==> src/rtl/unidade_controle_pkg.sv <==
// Shared encodings for the instruction control unit: opcodes, immediate formats,
// ULA operations, write-back / PC selects and FSM state encoding.
package unidade_controle_pkg;

  localparam logic [6:0] OP_LOAD   = 7'b0000011;
  localparam logic [6:0] OP_IMM    = 7'b0010011;
  localparam logic [6:0] OP_STORE  = 7'b0100011;
  localparam logic [6:0] OP_REG    = 7'b0110011;
  localparam logic [6:0] OP_BRANCH = 7'b1100011;
  localparam logic [6:0] OP_JAL    = 7'b1101111;
  localparam logic [6:0] OP_JALR   = 7'b1100111;
  localparam logic [6:0] OP_LUI    = 7'b0110111;
  localparam logic [6:0] OP_AUIPC  = 7'b0010111;

  localparam logic [2:0] IMM_I = 3'd0;
  localparam logic [2:0] IMM_J = 3'd1;
  localparam logic [2:0] IMM_U = 3'd2;
  localparam logic [2:0] IMM_B = 3'd3;
  localparam logic [2:0] IMM_S = 3'd4;

  localparam logic [1:0] ULA_NAO     = 2'd0;
  localparam logic [1:0] ULA_SOMA    = 2'd1;
  localparam logic [1:0] ULA_SUBTRAI = 2'd2;

  localparam logic [1:0] WB_ULA = 2'd0;
  localparam logic [1:0] WB_MEM = 2'd1;
  localparam logic [1:0] WB_PC4 = 2'd2;
  localparam logic [1:0] WB_IMM = 2'd3;

  localparam logic [1:0] PC_MAIS4    = 2'd0;
  localparam logic [1:0] PC_MAIS_IMM = 2'd1;
  localparam logic [1:0] PC_ULA      = 2'd2;

  typedef enum logic [2:0] {
    BUSCA      = 3'd0,
    DECODIFICA = 3'd1,
    EXECUTA    = 3'd2,
    MEMORIA    = 3'd3,
    ESCRITA    = 3'd4,
    ERRO       = 3'd5
  } estado_t;

  function automatic logic opcode_valido(input logic [6:0] op);
    case (op)
      OP_LOAD, OP_IMM, OP_STORE, OP_REG, OP_BRANCH,
      OP_JAL, OP_JALR, OP_LUI, OP_AUIPC: opcode_valido = 1'b1;
      default:                           opcode_valido = 1'b0;
    endcase
  endfunction

endpackage

==> src/rtl/unidade_controle_avaliador_desvio.sv <==
// Branch condition evaluator: maps funct3 and the ULA comparison flags to a
// taken decision, flagging funct3 codes that are not branch conditions.
module avaliador_desvio (
  input  logic [2:0] funct3_i,
  input  logic       flag_igual_i,
  input  logic       flag_menor_i,
  input  logic       flag_maior_igual_u_i,
  output logic       tomado_o,
  output logic       invalido_o
);

  always_comb begin
    tomado_o   = 1'b0;
    invalido_o = 1'b0;
    case (funct3_i)
      3'b000:  tomado_o   = flag_igual_i;
      3'b001:  tomado_o   = !flag_igual_i;
      3'b100:  tomado_o   = flag_menor_i;
      3'b101:  tomado_o   = !flag_menor_i;
      3'b110:  tomado_o   = !flag_maior_igual_u_i;
      3'b111:  tomado_o   = flag_maior_igual_u_i;
      default: invalido_o = 1'b1;
    endcase
  end

endmodule

==> src/rtl/unidade_controle.sv <==
// Multi-cycle instruction control FSM: fetch, decode, execute, memory and
// write-back sequencing with a memory wait watchdog and a sticky error state.
//   state      | meaning
//   BUSCA      | instruction fetch, wait for mem_ready, load IR
//   DECODIFICA | latch opcode/funct3, reject illegal opcodes
//   EXECUTA    | drive ULA controls; branches resolve here
//   MEMORIA    | data access for load/store, wait for mem_ready
//   ESCRITA    | register write-back and PC update
//   ERRO       | absorbing until reset
module unidade_controle
  import unidade_controle_pkg::*;
#(
  parameter int MEM_TIMEOUT = 255
) (
  input  logic       clk,
  input  logic       rst_n,
  input  logic [6:0] upcode,
  input  logic [2:0] funct3,
  input  logic       flag_igual,
  input  logic       flag_menor,
  input  logic       flag_maior_igual_u,
  input  logic       mem_ready,
  output logic       mem_req,
  output logic       mem_we,
  output logic       ir_we,
  output logic       WeR,
  output logic [2:0] select_imm,
  output logic [1:0] soma_ou_subtrai,
  output logic       usa_imm,
  output logic [1:0] wb_sel,
  output logic       pc_we,
  output logic [1:0] pc_sel,
  output logic       erro
);

  localparam int CW = $clog2(MEM_TIMEOUT + 1);

  estado_t       state_q, state_d;
  logic [6:0]    opcode_q, opcode_d;
  logic [2:0]    funct3_q, funct3_d;
  logic [CW-1:0] espera_q, espera_d;
  logic          run_q;
  logic          desvio_tomado, desvio_invalido;

  avaliador_desvio u_avaliador (
    .funct3_i            (funct3_q),
    .flag_igual_i        (flag_igual),
    .flag_menor_i        (flag_menor),
    .flag_maior_igual_u_i(flag_maior_igual_u),
    .tomado_o            (desvio_tomado),
    .invalido_o          (desvio_invalido)
  );

  // run_q keeps BUSCA quiet while in reset and releases it on the first edge after.
  always_ff @(posedge clk or negedge rst_n) begin
    if (!rst_n) begin
      state_q  <= BUSCA;
      opcode_q <= '0;
      funct3_q <= '0;
      espera_q <= '0;
      run_q    <= 1'b0;
    end else begin
      state_q  <= state_d;
      opcode_q <= opcode_d;
      funct3_q <= funct3_d;
      espera_q <= espera_d;
      run_q    <= 1'b1;
    end
  end

  always_comb begin
    state_d         = state_q;
    opcode_d        = opcode_q;
    funct3_d        = funct3_q;
    espera_d        = '0;
    mem_req         = 1'b0;
    mem_we          = 1'b0;
    ir_we           = 1'b0;
    WeR             = 1'b0;
    select_imm      = IMM_I;
    soma_ou_subtrai = ULA_NAO;
    usa_imm         = 1'b0;
    wb_sel          = WB_ULA;
    pc_we           = 1'b0;
    pc_sel          = PC_MAIS4;
    erro            = 1'b0;

    // ULA controls stay stable through MEMORIA/ESCRITA so address and JALR target hold.
    if (state_q == EXECUTA || state_q == MEMORIA || state_q == ESCRITA) begin
      case (opcode_q)
        OP_LOAD, OP_IMM, OP_JALR: begin
          select_imm = IMM_I; soma_ou_subtrai = ULA_SOMA; usa_imm = 1'b1;
        end
        OP_STORE: begin
          select_imm = IMM_S; soma_ou_subtrai = ULA_SOMA; usa_imm = 1'b1;
        end
        OP_REG:    soma_ou_subtrai = ULA_SOMA;
        OP_BRANCH: begin
          select_imm = IMM_B; soma_ou_subtrai = ULA_SUBTRAI;
        end
        OP_JAL:    select_imm = IMM_J;
        OP_LUI:    select_imm = IMM_U;
        OP_AUIPC: begin
          select_imm = IMM_U; soma_ou_subtrai = ULA_SOMA; usa_imm = 1'b1;
        end
        default: ;
      endcase
    end

    case (state_q)
      BUSCA: begin
        if (run_q) begin
          mem_req = 1'b1;
          if (mem_ready) begin
            ir_we   = 1'b1;
            state_d = DECODIFICA;
          end else if (espera_q == CW'(MEM_TIMEOUT - 1)) begin
            state_d = ERRO;
          end else begin
            espera_d = espera_q + CW'(1);
          end
        end
      end
      DECODIFICA: begin
        opcode_d = upcode;
        funct3_d = funct3;
        state_d  = opcode_valido(upcode) ? EXECUTA : ERRO;
      end
      EXECUTA: begin
        case (opcode_q)
          OP_BRANCH: begin
            if (desvio_invalido) begin
              state_d = ERRO;
            end else begin
              pc_we   = 1'b1;
              pc_sel  = desvio_tomado ? PC_MAIS_IMM : PC_MAIS4;
              state_d = BUSCA;
            end
          end
          OP_LOAD, OP_STORE: state_d = MEMORIA;
          default:           state_d = ESCRITA;
        endcase
      end
      MEMORIA: begin
        mem_req = 1'b1;
        mem_we  = (opcode_q == OP_STORE);
        if (mem_ready) begin
          if (opcode_q == OP_STORE) begin
            pc_we   = 1'b1;
            pc_sel  = PC_MAIS4;
            state_d = BUSCA;
          end else begin
            state_d = ESCRITA;
          end
        end else if (espera_q == CW'(MEM_TIMEOUT - 1)) begin
          state_d = ERRO;
        end else begin
          espera_d = espera_q + CW'(1);
        end
      end
      ESCRITA: begin
        WeR     = 1'b1;
        pc_we   = 1'b1;
        state_d = BUSCA;
        case (opcode_q)
          OP_LOAD:         wb_sel = WB_MEM;
          OP_JAL, OP_JALR: wb_sel = WB_PC4;
          OP_LUI:          wb_sel = WB_IMM;
          default:         wb_sel = WB_ULA;
        endcase
        case (opcode_q)
          OP_JAL:  pc_sel = PC_MAIS_IMM;
          OP_JALR: pc_sel = PC_ULA;
          default: pc_sel = PC_MAIS4;
        endcase
      end
      ERRO: begin
        erro            = 1'b1;
        select_imm      = IMM_I;
        soma_ou_subtrai = ULA_NAO;
        usa_imm         = 1'b0;
      end
      default: state_d = ERRO;
    endcase
  end

endmodule

==> config.mk <==
export PLATFORM = sky130hd
export DESIGN_NAME = unidade_controle
export DESIGN_NICKNAME = d
export VERILOG_FILES = /design/src/rtl/unidade_controle_pkg.sv /design/src/rtl/unidade_controle_avaliador_desvio.sv /design/src/rtl/unidade_controle.sv
export SDC_FILE = /design/constraint.sdc
export NUM_CORES = 1
export LEC_CHECK = 0
export CORE_AREA = 2 2 94 51
export CTS_CLUSTER_DIAMETER = 80
export DETAILED_ROUTE_END_ITERATION = 16
export DIE_AREA = 0 0 96 53
export PLACE_DENSITY = 0.68
export SYNTH_ARGS = -nofsm -noshare
export SYNTH_HDL_FRONTEND = slang
export SYNTH_HIERARCHICAL = 1
export SYNTH_SLANG_ARGS = --single-unit
==> constraint.sdc <==
create_clock -name clk -period 1.5 [get_ports clk]
set_input_delay 0.225 -clock clk [delete_from_list [all_inputs] [get_ports clk]]
set_output_delay 0.225 -clock clk [all_outputs]
set_load 0.05 [all_outputs]
==> results.ini <==
[clocking]
clk_latency_ns = 0.26
cts_htree_levels = 1
cts_tree = done
cts_sinks = 22
clk_pin_slew_ns = 0.08
cts_buffer_depth = 2
cts_buffers = 3
cts-root-buf = clkbuf_8

[timing]
fin_ws_ns = -0.4889
hold_viol_final = 0
drv_slew = 0
fin_skew_ns = 0.0009213
hold_ws_ns = 0.3037
min_period_over_period = 1.326
fmax_mhz = 502.8
rsz0062_at_grt = true
fin_crit_ns = 1.989
setup_viol = 36

[synth]
synth_top_family_by_area = simple AND/OR/NAND/NOR gates
synth_top_flop_cell = dfrtp_1
synth-edff-count = 0
synth_xor_area_frac = 0.04943
synth_cells = 151
syn_area_per_cell_sq_um = 9.388
synth-compound-area-share = 0.1500
synth_fa_ha_area_frac = 0.01765
syn_area_sq_um = 1418
yosys.area_share.simple = 0.2683
synth_warnings = 6
synthArstFlopShare = 1.000
ys_ff_latch = 22
yosys.cell_types.count = 53
seq_area_frac_synth = 0.3883
synthMuxAreaShare = 0.08650
synth_fp_nets = 169

[routing]
drt_pass1_iterations = 4
routed_wl_um = 4685
drt-initial-drc-count = 36
ant_nets = 0
vias_per_cell = 5.080
wl_per_cell_um = 16.32
vias = 1458
drc = 0

[floorplan]
die_h_um = 53
rows = 17
ios = 32
core_area_sq_um = 4233
die_area_sq_um = 5088
initial_core_util = 0.3349
die_w_um = 96

[grt]
grt_usage = 0.2006
busiest_layer = met2
grt_first_pass_wirelength_um = 7631
gr-usage-met1 = 0.2358
grt_max_degree = 23
grtUsageMet2 = 0.3646
grt_antenna_before_repair = 0
grt_pass1_vias = 1579
grtUsageMet3 = 0.05698
overflow = 0

[critical_path]
ff2ff_path_depth = 7
crit_type = reg2out
crit_fanout = 4
worst_setup_path_start_kind = flip-flop
cp.required_ns = 1.27
r2r_slack_ns = -0.26
cp_data_arrival_time_ns = 1.76
end_kind = primary output
reg2reg_from = state_q[0]
reg2reg_to = opcode_q[2]

[finish]
fillers = 299
final_layout_size_suffix_gt1_frac = 0.5957
final_common_cell = buf_4
seqCellArea_sq_um = 555.5
diodes = 0
multi_input_area_sq_um = 1174
fin_nets = 249
final_cell_mix = buf_4 (36), dfrtp_1 (18), buf_12 (18)
area_growth_pct = 98.50

[placed_design]
post-dp-hpwl_um = 3286
gp_congestion = 0.8487
pre_cts_ws_ns = -0.3614
port_buffers = 31

[outcome]
status = finished with violations
violations = negative setup slack

[pwr]
power.leakage_nw = 1.152
pwr_density_cell_nw_per_um2 = 394.6
max-vdd-ir-drop_mv = 0.2722

[hold_path]
hold_class = in2async

[run]
drv_cap = 0

cells in the mapped netlist, drive strengths merged (3+ instances only):
cell type,instances,area share
buf,5,0.018
nor2b,4,0.018
xnor2,3,0.019
o21ai,3,0.011
nand2,12,0.034
nor3b,3,0.016
clkbuf,3,0.0088
inv,4,0.011
dfrtp,22,0.39
a31oi,3,0.013
a21oi,5,0.018
nand2b,5,0.022
nor2,19,0.050
mux2,10,0.079
xor2,5,0.031
a21o,3,0.016
nand3,4,0.014
nand3b,3,0.016
cells by family after synthesis:
logic type | after synthesis
AND/OR/NAND/NOR | 68
AO/OA/AOI/OAI | 27
flip-flops | 22
buffers and inverters | 12
multiplexers | 11
XOR/XNOR | 8
adder cells (fa/ha/maj) | 2
other | 1
metrics by stage:
step	TNS, ns	total power, mW	instances	cell area, sq um	utilization
6_report	-9.843	1.110	287	2814	0.6648
2_1_floorplan	-8.479	0.6230	151	1572	-
4_1_cts	-9.119	1.114	285	2693	0.6361
3_3_place_gp	-2.104	0.6884	271	2374	0.5607
3_5_place_dp	-3.471	0.6918	271	2374	0.5607
5_1_grt	-12.17	1.164	287	2814	0.6648
critical path, cell delays in order, from the launching register on:
cell	delay [ns]
dfrtp_1	0.42
or2_4	0.29
nor4b_4	0.29
and2_4	0.20
a32o_2	0.16
buf_12	0.14
what timing repair did:
action,CTS,global route
cloned,1,0
hold buffers,0,0
buffers inserted,9,8
pin swaps,23,15
gates resized for setup,51,27
setup endpoints to repair,27,36
flip-flops by register name, summed over array words and instances (netlist names):
name	flops
espera_q	8
opcode_q	7
funct3_q	3
state_q	3
run_q	1
where the power goes:
part	internal (mW)	switching, mW	total [mW]
clock	0.234	0.191	0.425
sequential	0.594	0.00110	0.595
combinational	0.0504	0.0398	0.0903
layout make-up:
cell class	instances	area share
multi-input combinational	117	0.4171
timing repair buffer	83	0.3335
sequential	22	0.1974
tap	57	0.02534
clock buffer	4	0.01956
inverter	4	0.007114
per-layer routing:
layer	routed length (um)	up-vias
met1	2062	713
li1	-	697
met4	73	0
met2	2352	40
met3	196	8
met5	0	-
worst max path at each step:
stage	start	to	slack (ns)	cells after the start
6_report	opcode_q[2]	pc_sel[0]	-0.49	5
5_1_grt	opcode_q[4]	pc_we	-0.56	6
4_1_cts	opcode_q[2]	pc_we	-0.46	6
3_5_place_dp	state_q[2]	pc_sel[0]	-0.36	5
3_3_place_gp	flag_igual	pc_sel[0]	-0.24	6
2_1_floorplan	state_q[2]	wb_sel[0]	-0.53	5
Note: power is estimated with default switching activity, not from simulation.
